### src/rtl/instr_fetch_decode_ctrl_if.sv
// Instruction-memory handshake plus the decoded register-file / ALU / memory
// controls produced by the fetch/decode sequencer.
interface instr_fetch_decode_ctrl_if #(
  parameter int PC_WIDTH = 8
);
  logic [7:0]          imem_data;
  logic                imem_valid;
  logic                imem_req;
  logic [PC_WIDTH-1:0] pc;
  logic [1:0]          reg_source;
  logic [1:0]          reg_two;
  logic [1:0]          reg_dest;
  logic                regdst;
  logic                regwrite;
  logic                alu_src;
  logic                mem_read;
  logic                mem_write;
  logic                mem_to_reg;
  logic                instr_done;
  logic [1:0]          state;

  // Sequencer side.
  modport master (
    input  imem_data, imem_valid,
    output imem_req, pc, reg_source, reg_two, reg_dest, regdst, regwrite,
           alu_src, mem_read, mem_write, mem_to_reg, instr_done, state
  );

  // Memory / datapath side.
  modport slave (
    output imem_data, imem_valid,
    input  imem_req, pc, reg_source, reg_two, reg_dest, regdst, regwrite,
           alu_src, mem_read, mem_write, mem_to_reg, instr_done, state
  );
endinterface

### src/rtl/instr_fetch_decode_ctrl.sv
// Multi-cycle FETCH->DECODE->EXEC->WB sequencer for the 8-bit, 4-register CPU.
// Owns the PC and IR; every output is decoded from the state/IR/PC flops only.
module instr_fetch_decode_ctrl #(
  parameter int                  PC_WIDTH = 8,
  parameter logic [PC_WIDTH-1:0] RESET_PC = '0
) (
  input logic                      clk,
  input logic                      rst,
  instr_fetch_decode_ctrl_if.master bus
);

  typedef enum logic [1:0] {
    FETCH  = 2'b00,
    DECODE = 2'b01,
    EXEC   = 2'b10,
    WB     = 2'b11
  } state_e;

  typedef enum logic [1:0] {
    OP_ADD = 2'b00,
    OP_LW  = 2'b01,
    OP_SW  = 2'b10,
    OP_JMP = 2'b11
  } opcode_e;

  state_e              state_q, state_d;
  logic [7:0]          ir_q, ir_d;
  logic [PC_WIDTH-1:0] pc_q, pc_d;
  logic [PC_WIDTH-1:0] jmp_off;
  opcode_e             opcode;
  logic                in_instr;

  assign opcode   = opcode_e'(ir_q[7:6]);
  assign jmp_off  = PC_WIDTH'($signed(ir_q[5:0]));
  assign in_instr = (state_q != FETCH);

  always_comb begin
    // NOTE: every signal gets a default before the case so no path leaves it
    // unassigned, which would otherwise infer a latch.
    state_d = state_q;
    ir_d    = ir_q;
    pc_d    = pc_q;
    unique case (state_q)
      FETCH: begin
        if (bus.imem_valid) begin
          ir_d    = bus.imem_data;
          state_d = DECODE;
        end
      end
      DECODE: state_d = EXEC;
      EXEC:   state_d = WB;
      WB: begin
        // PC only moves on WB->FETCH so it is stable for the whole instruction.
        state_d = FETCH;
        pc_d    = pc_q + PC_WIDTH'(1) + ((opcode == OP_JMP) ? jmp_off : '0);
      end
      default: state_d = FETCH;
    endcase
  end

  // NOTE: clocked state uses non-blocking (<=) so all flops update together
  // from pre-edge values regardless of statement order.
  always_ff @(posedge clk or posedge rst) begin
    if (rst) begin
      state_q <= FETCH;
      ir_q    <= '0;
      pc_q    <= RESET_PC;
    end else begin
      state_q <= state_d;
      ir_q    <= ir_d;
      pc_q    <= pc_d;
    end
  end

  // Register fields hold the last loaded IR, including during the next FETCH.
  assign bus.reg_source = ir_q[5:4];
  assign bus.reg_two    = ir_q[3:2];
  assign bus.reg_dest   = ir_q[1:0];

  assign bus.imem_req   = (state_q == FETCH);
  assign bus.pc         = pc_q;
  assign bus.state      = state_q;

  // Levels are live DECODE..WB; strobes are single-cycle within that window.
  assign bus.regdst     = in_instr && (opcode == OP_ADD);
  assign bus.alu_src    = in_instr && ((opcode == OP_LW) || (opcode == OP_SW));
  assign bus.mem_to_reg = in_instr && (opcode == OP_LW);
  assign bus.mem_read   = (state_q == EXEC) && (opcode == OP_LW);
  assign bus.mem_write  = (state_q == EXEC) && (opcode == OP_SW);
  assign bus.regwrite   = (state_q == WB) && ((opcode == OP_ADD) || (opcode == OP_LW));
  assign bus.instr_done = (state_q == WB);

endmodule

### src/flat_wrapper.sv
// flat-port wrapper written by rule: the top's interface ports become plain ports
module instr_fetch_decode_ctrl_flat 
#(
  parameter int                  PC_WIDTH = 8,
  parameter logic [PC_WIDTH-1:0] RESET_PC = '0
)
  (clk, rst, bus_imem_data, bus_imem_valid, bus_imem_req, bus_pc, bus_reg_source, bus_reg_two, bus_reg_dest, bus_regdst, bus_regwrite, bus_alu_src, bus_mem_read, bus_mem_write, bus_mem_to_reg, bus_instr_done, bus_state);
  instr_fetch_decode_ctrl_if #(.PC_WIDTH(PC_WIDTH)) bus_i ();
  input logic clk;
  input logic rst;
  input wire logic [$bits(bus_i.imem_data)-1:0] bus_imem_data;
  input wire logic [$bits(bus_i.imem_valid)-1:0] bus_imem_valid;
  output wire logic [$bits(bus_i.imem_req)-1:0] bus_imem_req;
  output wire logic [$bits(bus_i.pc)-1:0] bus_pc;
  output wire logic [$bits(bus_i.reg_source)-1:0] bus_reg_source;
  output wire logic [$bits(bus_i.reg_two)-1:0] bus_reg_two;
  output wire logic [$bits(bus_i.reg_dest)-1:0] bus_reg_dest;
  output wire logic [$bits(bus_i.regdst)-1:0] bus_regdst;
  output wire logic [$bits(bus_i.regwrite)-1:0] bus_regwrite;
  output wire logic [$bits(bus_i.alu_src)-1:0] bus_alu_src;
  output wire logic [$bits(bus_i.mem_read)-1:0] bus_mem_read;
  output wire logic [$bits(bus_i.mem_write)-1:0] bus_mem_write;
  output wire logic [$bits(bus_i.mem_to_reg)-1:0] bus_mem_to_reg;
  output wire logic [$bits(bus_i.instr_done)-1:0] bus_instr_done;
  output wire logic [$bits(bus_i.state)-1:0] bus_state;
  assign bus_i.imem_data = bus_imem_data;
  assign bus_i.imem_valid = bus_imem_valid;
  assign bus_imem_req = bus_i.imem_req;
  assign bus_pc = bus_i.pc;
  assign bus_reg_source = bus_i.reg_source;
  assign bus_reg_two = bus_i.reg_two;
  assign bus_reg_dest = bus_i.reg_dest;
  assign bus_regdst = bus_i.regdst;
  assign bus_regwrite = bus_i.regwrite;
  assign bus_alu_src = bus_i.alu_src;
  assign bus_mem_read = bus_i.mem_read;
  assign bus_mem_write = bus_i.mem_write;
  assign bus_mem_to_reg = bus_i.mem_to_reg;
  assign bus_instr_done = bus_i.instr_done;
  assign bus_state = bus_i.state;
  instr_fetch_decode_ctrl #(.PC_WIDTH(PC_WIDTH), .RESET_PC(RESET_PC)) u_core (.clk(clk), .rst(rst), .bus(bus_i));
endmodule
### config.mk
export PLATFORM = sky130hd
export DESIGN_NAME = instr_fetch_decode_ctrl_flat
export DESIGN_NICKNAME = d
export VERILOG_FILES = /design/src/rtl/instr_fetch_decode_ctrl_if.sv /design/src/rtl/instr_fetch_decode_ctrl.sv /design/src/flat_wrapper.sv
export SDC_FILE = /design/constraint.sdc
export NUM_CORES = 1
export LEC_CHECK = 0
export ABC_AREA = 1
export CAP_MARGIN = 20
export CORE_UTILIZATION = 51
export CTS_CLUSTER_DIAMETER = 100
export DETAILED_ROUTE_END_ITERATION = 12
export PLACE_DENSITY = 0.84
export SKIP_LAST_GASP = 1
export SYNTH_ARGS = -nofsm -noshare
export SYNTH_HDL_FRONTEND = slang
export SYNTH_SLANG_ARGS = --single-unit
### constraint.sdc
create_clock -name clk -period 4.8 [get_ports clk]
set_input_delay 0.72 -clock clk [delete_from_list [all_inputs] [get_ports clk]]
set_output_delay 0.72 -clock clk [all_outputs]
set_load 0.02 [all_outputs]
# After elaboration in Yosys (flattened, before gate mapping)
# Cells that the tools add are included.
# totals
ff_bits,18
input_bits,11
out_inout_bits,24
elab_cells,27
# classes
addsub,2
eq_ne,7
mux,3
n_reduce_logical,12
# op_table
cell,n
$add A8 B1 Y8 const B,1
$add A8 B8 Y8,1
$eq A2 B2 Y1 const B,4
$mux W8,1
$pmux W2 S4,1
$logic_and A1 B1 Y1,6
$eq A2 B1 Y1 const B,2
$logic_not A2 Y1,2
$logic_or A1 B1 Y1,2
$mux W2,1
$ne A2 B2 Y1 const B,1
$reduce_and A2 Y1,1
$reduce_bool A2 Y1,1

# Logic depth before layout (Yosys ltp)
# logic_depth
word_depth,3
depth_mapped,14
mapped_depth_nobuf,13

# Worst setup path after synthesis
# Ideal clock, no wire load.
# synth_path
kind,reg-to-output
from,"register u_core.state_q[1], in the netlist u_core.bus.state[1]"
to,output bus_regwrite
arrival_time_ns,1.401
t_required_ns,4.080
path_slack_ns,2.679
path_stages_with_launch,5
path_buffers,1
cell_sequence,dfrtp_1 -> ha_1 -> buf_4 -> inv_2 -> a21oi_1
# synth_between
elab_chain_cells,2
# synth_lines
item,line_no,source
"start, declared",instr_fetch_decode_ctrl.sv:26,"state_e state_q, state_d;"
"start signal, assigned",instr_fetch_decode_ctrl.sv:69,state_q <= state_d;
$eq A2 B2 Y1,-,
via bus_instr_done,flat_wrapper.sv:24,output wire logic [$bits(bus_i.instr_done)-1:0] bus_instr_done;
$logic_and A1 B1 Y1,instr_fetch_decode_ctrl.sv:90,assign bus.regwrite = (state_q == WB) && ((opcode == OP_ADD) || (opcode == OP_LW));
"end, declared",flat_wrapper.sv:19,output wire logic [$bits(bus_i.regwrite)-1:0] bus_regwrite;
# The timed path passes the listed nets, and every way through them passes these cells.

# Worst setup path after layout
# layout_path
from,"register u_core.state_q[1], in the netlist u_core.bus.state[1]"
to,output bus_regwrite
# layout_between
elab_chain_cells,2
# layout_lines
item,line_no
$eq A2 B2 Y1,instr_fetch_decode_ctrl.sv:90
$logic_and A1 B1 Y1,instr_fetch_decode_ctrl.sv:90
# Every way passes these cells.

==> key figures <==
Timing
  • Fmax: approximately 0.37 GHz
  • Setup Skew: 0.005982 ns
  • Final min period: approximately 2.7 ns
  • RSZ-0062 raised after global routing: no
  • Final setup vio count: 0
  • Final Max Slew Viols: 0
  • Setup TNS Final: 0 ns
  • Relative slew slack: 55.08%
  • Worst Max-Slew Pin Slew: a little under 0.7 ns
  • Worst Hold Margin: roughly 0.54 ns
  • Crit share post-route: 56.82%
  • Final Hold Vio Count: 0

Hold path
  • HP Class: reg2reg

Global route
  • Via count of the first global-routing pass: 944
  • First-pass GRT wire length: 4015 um
  • Gr ovfl total: 0
  • Largest net degree at the start of global routing: 19
  • Initial antenna violation count: 0
  • GRT Util Overall: 20.47%

Cells and area
  • Area of the multi-input gates: 639.4 sq um
  • Storage cell area: 450.4 sq um
  • Most used cells in the layout excluding fill and tap cells: nand2_1, clkdlybuf4s50_1, inv_1, dfrtp_1, nor2_1
  • Fin nets: 207
  • # diodes: 0
  • Share of layout cells above drive strength 1: 9.945%
  • Fill count: a little under 200
  • Area grow syn2layout: 27.16%

Detailed routing
  • Wire per inst: 11.79 um
  • Iteration-0 DRC Markers: 22
  • Vias/cell: 5.005
  • Via count: between 1,000 and 1,500
  • Wirelength, routed: 2465 um
  • DRC: 0
  • Post-DRT Antenna Nets: 0
  • Pre-antenna DRT Iters: 4

Place
  • Routability cong.: between 0.8 and 0.9
  • Detail Placement HPWL: 1914 um
  • PortBufs: 34

Setup path
  • Critical path type: reg2out
  • Startpoint Class: register
  • CP arrival: 2.01 ns
  • CP Capture Type: output port
  • Worst Path Max Fanout: 10
  • Req. time, crit path: 4.08 ns

Yosys
  • Xor and xnor area share after synthesis: 1.408%
  • Register area share after synthesis: a little over a third
  • Largest family of logic cells by synthesized area: simple AND/OR/NAND/NOR gates
  • Simple-Gate Fraction of Synth Area: 24.95%
  • Fraction of the mapped netlist area in adder cells: 13.68%
  • Yosys cell types: 23
  • YS warnings: 0
  • Post-synthesis cell area: about 0.0012 sq mm
  • Yosys reg bits: 18
  • Syn_area_per_cell: 8.182 sq um
  • Synth Instances: 152
  • Compound-Gate Fraction of Synth Area: 5.936%
  • Multiplexer share of the synthesized area: under 10%
  • Post-synth EDFFs: 0
  • Primary FF master, synth: dfrtp_1
  • Async SR Flop Fraction: 100.0%
  • Post-Syn Nets: 176

CTS
  • Clk sinks: 18
  • Post-CTS setup buffer count: 0
  • Clock latency on the worst-skew pair: 0.29 ns
  • Post-CTS sizing: 0
  • CTS Buf Count: 3
  • Clk buf depth: 2
  • CTS tree: yes
  • Hold_buf cts: 0
  • Clock Pin Slew Worst Setup and Hold Paths: 0.10 ns
  • Clock root buffer: clkbuf_4
  • H-Tree Depth: 1

Floorplan
  • Cell Rows: 17
  • Die area: 0.002640 sq mm
  • # IOs: 35
  • Die Y: 51.38 um
  • Chip width: 51.38 um
  • Initial core utilization: 55.16%
  • Core box area: approximately 0.0023 sq mm

Pwr
  • Maximum vdd drop: 0.0004873 V
  • Total power: ~1.2 mW
  • Leak: 0.8334 nW
  • Power Dens Cells: between 700 and 800 mW/mm^2

Job
  • Maxcap violations: 0

Outcome
  • Status: completed
cells in the mapped netlist (2+ instances only):
| master | count | area share (%) |
|---|---|---|
| o21ai_0 | 5 | 2.0 |
| nand2_1 | 34 | 10 |
| nand2_4 | 2 | 1.8 |
| a21oi_1 | 6 | 2.4 |
| nand3_1 | 10 | 4.0 |
| nand2_2 | 2 | 1.0 |
| xor2_1 | 2 | 1.4 |
| mux2_2 | 6 | 5.4 |
| nor2_1 | 13 | 3.9 |
| dfrtp_1 | 18 | 36 |
| buf_4 | 8 | 4.8 |
| inv_1 | 24 | 7.2 |
| ha_1 | 12 | 12 |
per-layer routing:
metal	routed length (um)	GRT usage, %
met1	1097	27.76
met2	1245	33.55
met3	96	2.679
met4	26	6.757
met5	0	0
layout make-up:
type | instances | share of cell area, %
repair buffers | 34 | 21.52
clock buffers | 3 | 1.424
inverters | 25 | 5.934
well taps | 28 | 2.215
multi-input cells | 101 | 40.43
flip-flops and latches | 18 | 28.48
cells by family (layout without fill, tap and decap cells):
| family | Yosys count | after routing |
|---|---|---|
| xor gates and xnor gates | 2 | 2 |
| and+or+nand+nor | 66 | 66 |
| AOI/OAI and AO/OA | 14 | 14 |
| muxes | 6 | 6 |
| buffers and inverters | 33 | 62 |
| DFF | 18 | 18 |
| adders and majority gates | 13 | 13 |
stage by stage:
stage | utilization [%] | instance area [sq um] | worst slack [ns] | cells
floorplan | - | 1244 | 2.679 | 152
global route | 70.14 | 1582 | 1.970 | 209
CTS | 70.14 | 1582 | 2.059 | 209
finish | 70.14 | 1582 | 2.073 | 209
global placement | 69.15 | 1559 | 2.502 | 206
detailed placement | 69.15 | 1559 | 2.405 | 206
flip-flops by register name, indices dropped and copies added, names as in the netlist:
| signal | flops |
|---|---|
| u_core.ir_q | 8 |
| u_core.bus.state | 2 |
| u_core.bus.pc | 8 |
worst max-delay path: stages (launching register included):
cell and delay, ns:
dfrtp_1 0.41, ha_1 0.36, inv_2 0.16, a21oi_1 0.17, clkdlybuf4s50_1 0.62
path summary, 6_finish.rpt:
path                                            startpoint                         endpoint  slack (ns)  cells past startpoint
hold reg to reg               u_core.bus.pc[0]$_DFFE_PP0P_     u_core.bus.pc[0]$_DFFE_PP0P_        0.54                      2
setup reg to reg                u_core.ir_q[6]$_DFFE_PP0P_     u_core.bus.pc[6]$_DFFE_PP0P_        2.56                     12
max in group asynchronous                              rst     u_core.bus.pc[4]$_DFFE_PP0P_        3.55                      2
hold / removal                u_core.bus.pc[0]$_DFFE_PP0P_     u_core.bus.pc[0]$_DFFE_PP0P_        0.54                      2
min in group asynchronous                              rst  u_core.bus.state[1]$_DFFE_PP0P_        0.82                      2
setup / recovery           u_core.bus.state[1]$_DFFE_PP0P_                     bus_regwrite        2.07                      4
where the power goes:
part           internal, mW  total, mW  switching (mW)
Sequential            0.229      0.304          0.0744
Combinational         0.371      0.855           0.484
Clock                0.0292     0.0738          0.0446
Total                 0.629       1.23           0.604
Power figures use the tool's default switching activity.
